### config.mk
export PLATFORM = sky130hd
export DESIGN_NAME = soc_sysid_v2
export DESIGN_NICKNAME = d
export VERILOG_FILES = /design/src/rtl/soc_sysid_pkg.sv /design/src/rtl/soc_sysid_uptime.sv /design/src/rtl/soc_sysid_v2.sv
export SDC_FILE = /design/constraint.sdc
export NUM_CORES = 1
export LEC_CHECK = 0
export ABC_AREA = 1
export ABC_CLOCK_PERIOD_IN_PS = 800
export BUFFER_PORTS_ARGS = -buffer_cell sky130_fd_sc_hd__buf_2
export CORE_AREA = 2 2 91 93
export CTS_BUF_LIST = sky130_fd_sc_hd__clkbuf_4
export CTS_CLUSTER_SIZE = 12
export DETAILED_ROUTE_END_ITERATION = 8
export DIE_AREA = 0 0 93 95
export RECOVER_POWER = 25
export SKIP_LAST_GASP = 1
export SLEW_MARGIN = 15
export SYNTH_ARGS = -nofsm -noshare
export SYNTH_HDL_FRONTEND = slang
export SYNTH_HIERARCHICAL = 1
export SYNTH_SLANG_ARGS = --single-unit
### constraint.sdc
create_clock -name clock -period 0.8 [get_ports clock]
set_input_delay 0.12 -clock clock [delete_from_list [all_inputs] [get_ports clock]]
set_output_delay 0.12 -clock clock [all_outputs]
set_load 0.05 [all_outputs]
### src/rtl/soc_sysid_pkg.sv
// Shared register map, CAPS field layout and CONTROL bit indices for soc_sysid_v2.
package soc_sysid_pkg;

  localparam logic [2:0] ADDR_ID        = 3'd0;
  localparam logic [2:0] ADDR_TIMESTAMP = 3'd1;
  localparam logic [2:0] ADDR_CAPS      = 3'd2;
  localparam logic [2:0] ADDR_SCRATCH   = 3'd3;
  localparam logic [2:0] ADDR_UPTIME_LO = 3'd4;
  localparam logic [2:0] ADDR_UPTIME_HI = 3'd5;
  localparam logic [2:0] ADDR_PRESCALE  = 3'd6;
  localparam logic [2:0] ADDR_CONTROL   = 3'd7;

  localparam int unsigned CAPS_MAJOR_LSB  = 24;
  localparam int unsigned CAPS_MINOR_LSB  = 16;
  localparam int unsigned CAPS_UPTIME_BIT = 0;

  localparam int unsigned CTRL_CLEAR  = 0;
  localparam int unsigned CTRL_FREEZE = 1;

  function automatic logic [31:0] be_merge(input logic [31:0] old_v,
                                           input logic [31:0] new_v,
                                           input logic [3:0]  be);
    logic [31:0] r;
    r = old_v;
    for (int unsigned i = 0; i < 4; i++) begin
      if (be[i]) r[8*i +: 8] = new_v[8*i +: 8];
    end
    return r;
  endfunction

endpackage

### src/rtl/soc_sysid_uptime.sv
// Prescaler, 64-bit uptime counter and HI shadow; only built with SOC_SYSID_UPTIME_EN.
module soc_sysid_uptime (
  input  logic        clock,
  input  logic        reset_n,
  input  logic        clear_i,
  input  logic        freeze_i,
  input  logic [31:0] prescale_i,
  input  logic        prescale_wr_i,
  input  logic        snap_i,
  output logic [31:0] count_lo_o,
  output logic [31:0] shadow_hi_o
);

  logic [31:0] pre_q, pre_d;
  logic [63:0] cnt_q, cnt_d;
  logic [31:0] hi_q, hi_d;

  always_comb begin
    pre_d = pre_q;
    cnt_d = cnt_q;
    hi_d  = hi_q;
    // Shadow takes the pre-edge upper word so LO/HI always form one 64-bit value.
    if (snap_i) hi_d = cnt_q[63:32];
    if (clear_i) begin
      pre_d = '0;
      cnt_d = '0;
    end else if (prescale_wr_i) begin
      pre_d = '0;
    end else if (!freeze_i) begin
      if (pre_q == prescale_i) begin
        pre_d = '0;
        cnt_d = cnt_q + 64'd1;
      end else begin
        pre_d = pre_q + 32'd1;
      end
    end
  end

  always_ff @(posedge clock or negedge reset_n) begin
    if (!reset_n) begin
      pre_q <= '0;
      cnt_q <= '0;
      hi_q  <= '0;
    end else begin
      pre_q <= pre_d;
      cnt_q <= cnt_d;
      hi_q  <= hi_d;
    end
  end

  assign count_lo_o  = cnt_q[31:0];
  assign shadow_hi_o = hi_q;

endmodule

### src/rtl/soc_sysid_v2.sv
// System-ID Avalon-MM slave; uptime/prescaler/CONTROL present when SOC_SYSID_UPTIME_EN is defined.
module soc_sysid_v2
  import soc_sysid_pkg::*;
#(
  parameter logic [31:0] SYSID_ID        = 32'h0000_0000,
  parameter logic [31:0] SYSID_TIMESTAMP = 32'd1668877045,
  parameter logic [7:0]  VER_MAJOR       = 8'd2,
  parameter logic [7:0]  VER_MINOR       = 8'd0,
  parameter logic [31:0] SCRATCH_RST     = 32'h0000_0000
) (
  input  logic        clock,
  input  logic        reset_n,
  input  logic [2:0]  address,
  input  logic        read,
  input  logic        write,
  input  logic [31:0] writedata,
  input  logic [3:0]  byteenable,
  output logic [31:0] readdata
);

`ifdef SOC_SYSID_UPTIME_EN
  localparam logic UPTIME_PRESENT = 1'b1;
`else
  localparam logic UPTIME_PRESENT = 1'b0;
`endif

  logic        wr_en;
  logic [31:0] scratch_q, scratch_d;
  logic [31:0] rdata_q, rdata_d;
  logic [31:0] caps;

  assign wr_en = write & ~read;

  always_comb begin
    caps = '0;
    caps[CAPS_MAJOR_LSB +: 8]  = VER_MAJOR;
    caps[CAPS_MINOR_LSB +: 8]  = VER_MINOR;
    caps[CAPS_UPTIME_BIT]      = UPTIME_PRESENT;
  end

  always_comb begin
    scratch_d = scratch_q;
    if (wr_en && address == ADDR_SCRATCH) scratch_d = be_merge(scratch_q, writedata, byteenable);
  end

`ifdef SOC_SYSID_UPTIME_EN
  logic [31:0] prescale_q, prescale_d;
  logic        freeze_q, freeze_d;
  logic        clear, prescale_wr, snap;
  logic [31:0] count_lo, shadow_hi;

  assign clear       = wr_en && address == ADDR_CONTROL && writedata[CTRL_CLEAR];
  assign prescale_wr = wr_en && address == ADDR_PRESCALE;
  assign snap        = read && address == ADDR_UPTIME_LO;

  always_comb begin
    prescale_d = prescale_q;
    freeze_d   = freeze_q;
    if (prescale_wr) prescale_d = be_merge(prescale_q, writedata, byteenable);
    if (wr_en && address == ADDR_CONTROL) freeze_d = writedata[CTRL_FREEZE];
  end

  always_ff @(posedge clock or negedge reset_n) begin
    if (!reset_n) begin
      prescale_q <= '0;
      freeze_q   <= 1'b0;
    end else begin
      prescale_q <= prescale_d;
      freeze_q   <= freeze_d;
    end
  end

  soc_sysid_uptime u_uptime (
    .clock         (clock),
    .reset_n       (reset_n),
    .clear_i       (clear),
    .freeze_i      (freeze_q),
    .prescale_i    (prescale_q),
    .prescale_wr_i (prescale_wr),
    .snap_i        (snap),
    .count_lo_o    (count_lo),
    .shadow_hi_o   (shadow_hi)
  );
`endif

  always_comb begin
    rdata_d = rdata_q;
    if (read) begin
      case (address)
        ADDR_ID:        rdata_d = SYSID_ID;
        ADDR_TIMESTAMP: rdata_d = SYSID_TIMESTAMP;
        ADDR_CAPS:      rdata_d = caps;
        ADDR_SCRATCH:   rdata_d = scratch_q;
`ifdef SOC_SYSID_UPTIME_EN
        ADDR_UPTIME_LO: rdata_d = count_lo;
        ADDR_UPTIME_HI: rdata_d = shadow_hi;
        ADDR_PRESCALE:  rdata_d = prescale_q;
        ADDR_CONTROL: begin
          rdata_d = '0;
          rdata_d[CTRL_FREEZE] = freeze_q;
        end
`endif
        default:        rdata_d = '0;
      endcase
    end
  end

  always_ff @(posedge clock or negedge reset_n) begin
    if (!reset_n) begin
      scratch_q <= SCRATCH_RST;
      rdata_q   <= '0;
    end else begin
      scratch_q <= scratch_d;
      rdata_q   <= rdata_d;
    end
  end

  assign readdata = rdata_q;

endmodule
==> metrics.md <==
| Metric | Value |
|---|---|
| Power Density | `about 1900 nW/um^2` |
| GRT Resource Usage Total | `between 10% and 20%` |
| Crit path buf inv count | `1` |
| Clk slew on worst S/H paths | `about 110 ps` |
| Largest stage delay on the critical path | `approximately 430 ps` |
| H-tree depth | `3` |
| WS Path Type | `flop to output pin` |
| Fin cells | `533` |
| Drt first-iter violations | `65` |
| Antenna cells | `0` |
| Fill cells | `722` |
| First-pass iteration count of the detailed router | `4` |
| Yosys top cell by area | `dfrtp_1` |
| Clock Sinks | `64` |
| Synth cell count leaders | `nand2_1, dfrtp_1, o21ai_1` |
| IO Count | `between 70 and 80` |
| Core Rows | `33` |
| CTS Buf Count | `9` |
| CP endpoint kind | `output pin` |
| PortBufs | `74` |
| Total number of vias | `2505` |
| Yosys reg bits | `64` |
| Fmax | `around 900 MHz` |
| Final hold vios | `0` |
| Area Overhead vs Synth | `57.9%` |
| Critical Path AT | `1000 ps` |
| Overflow after GRT | `0` |
| Gate Count Post-Synth | `between 200 and 300` |
| Ys async rst share | `100%` |
| Final WS setup | `-316 ps` |
| CP max-delay cell | `dfrtp_2` |
| Drt via density | `about 4.7` |
| Slew @ Worst Pin | `302 ps` |
| RSZ-0062 raised after global routing | `true` |
| Die ar. | `8840 sq um` |
| Ys flop type | `dfrtp_1` |
| Core area | `roughly 7900 sq um` |
| Finished Cell Area | `about 4200 sq um` |
| Worst skew pair latency | `between 400 and 500 ps` |
| Synth top area share | `60.3%` |
| DP HPWL | `between 5 and 6 mm` |
| First-pass GRT wire length | `11.9 mm` |
| Sequential-to-total area share from yosys stat | `slightly above 60%` |
| Worst min path class | `input pin to flop` |
| CP max FO | `2` |
| Placed instance area | `between 3000 and 4000 sq um` |
| Peak supply drop | `just under 1 mV` |
| Cell variety after synth | `16` |
| Synthesized cell area | `between 2000 and 3000 sq um` |
| WL final | `7.32 mm` |
| Share of post-route cells with drive strength above 1 | `between 30% and 40%` |
| Failing checks | `negative setup slack` |
| Mapped Nets | `332` |
| Mean Syn Cell Area | `a little over 9 sq um` |
| Req. time, crit path | `680 ps` |
| Final setup fails | `33` |
| DRC viols | `0` |
| Crit-path cells | `buf_6` |
| Layout Nets | `around 470` |
| Synth Warn # | `6` |
| Clock Path Buffers | `2` |
| Startpoint types | `flop` |
| Starting Density | `around a third` |
| R2r setup slk | `-80 ps` |
| Outcome | `finished with violations` |
| Final Critical Period | `approximately 1100 ps` |
| Placed cells | `477` |
| Slew headroom | `approximately four fifths` |
| Fin Setup TNS | `-9680 ps` |
| ANT nets after route | `0` |
| Vias in the first global route | `2525` |
| Largest net degree at the start of global routing | `23` |
| Final slew viol count | `0` |
| Root Driver | `clkbuf_4` |
| Tcrit/Tclk final | `139%` |
| Number of synthesized flops with an enable pin | `0` |
| LEAKAGE | `around 2 nW` |
| Ranking of synthesized cells by area | `dfrtp_1, nand2_1, nand4_1, o21ai_1, nor2_1` |
| Final RePlAce weighted congestion | `0.804` |
| Die height | `between 90 and 100 microns` |
| Kind of cell adding the most delay to the critical path | `flip-flops` |
| Setup Skew | `11.7 ps` |
| Max-Cap Viols | `0` |
| Total power | `roughly 8.0 mW` |
| Initial antenna violation count | `0` |
| CTS tree | `yes` |
| Wire length per cell | `13.7 microns` |
| Count leader, synth | `nand2_1` |
| Die W | `between 90 and 100 microns` |
-- cell families after synthesis --
group                  share of synthesized area (%)
buffers and inverters                           4.57
AO/OA/AOI/OAI                                   6.22
flip-flops                                      60.3
AND/OR/NAND/NOR                                 28.9
-- power by group --
group | internal, mW | leakage [nW] | switching (mW)
logic | 0.715 | 1.15 | 0.906
clock network | 1.36 | 0.0890 | 1.13
registers | 3.63 | 0.801 | 0.227
total | 5.71 | 2.04 | 2.27
-- path summary, 6_finish.rpt --
| kind | from | cells past startpoint | endpoint |
|---|---|---|---|
| max | readdata[25] | 1 | readdata[25] |
| min | byteenable[1] | 3 | scratch_q[10] |
| max reg2reg | readdata[7] | 4 | readdata[7] |
| min reg2reg | scratch_q[3] | 2 | scratch_q[3] |
| max in group asynchronous | reset_n | 3 | readdata[22] |
| min in group asynchronous | reset_n | 2 | readdata[10] |
-- area by class of cell --
| type | instances | area [sq um] | area share [%] |
|---|---|---|---|
| clock inverters | 4 | 68.8 | 1.64 |
| clock buffers | 12 | 90.1 | 2.15 |
| flip-flops and latches | 64 | 1640 | 39.2 |
| repair buffers | 142 | 1270 | 30.2 |
| inverters | 4 | 16.3 | 0.388 |
| well taps | 105 | 131 | 3.13 |
| multi-input cells | 202 | 976 | 23.3 |
-- through the flow --
| stage | utilization [%] | worst slack, ps | hold WS [ps] |
|---|---|---|---|
| floorplan | - | -78.4 | -176 |
| global placement | 43.7 | -199 | 38.5 |
| detailed placement | 43.7 | -238 | 45.5 |
| CTS | 52.9 | -341 | 31.2 |
| global route | 52.9 | -359 | 37.9 |
| finish | 52.9 | -316 | 52.5 |
-- cell usage in the layout (no fill, tap or decap), types with 8 or more instances in the layout --
master / n
buf_12: 8
buf_2: 41
o21ai_1: 32
buf_4: 24
nand4_1: 32
dlygate4sd3_1: 33
clkbuf_4: 14
nand2_1: 109
dfrtp_2: 32
nor2_1: 18
dfrtp_1: 32
buf_6: 33
-- sequential cells by signal (all words and copies together) (netlist names) --
name	count
scratch_q	32
readdata	32
-- per-layer routing --
layer,global-route usage (%),share of wire (%),vias to the layer above
met5,0,0,-
met1,20.9,43,1188
met4,8.09,1.7,0
met3,3.83,3.9,13
met2,31.5,51,67
li1,-,-,1237
-- repair_timing --
action                                  CTS  global route
cloned                                    0             0
buffers inserted                          6             2
hold buffers                             33             0
endpoints found under the setup margin   32            34
pin swaps                                 0             1
resized for setup                        64             4
endpoints found under the hold margin    96             0
Power figures use the tool's default switching activity.
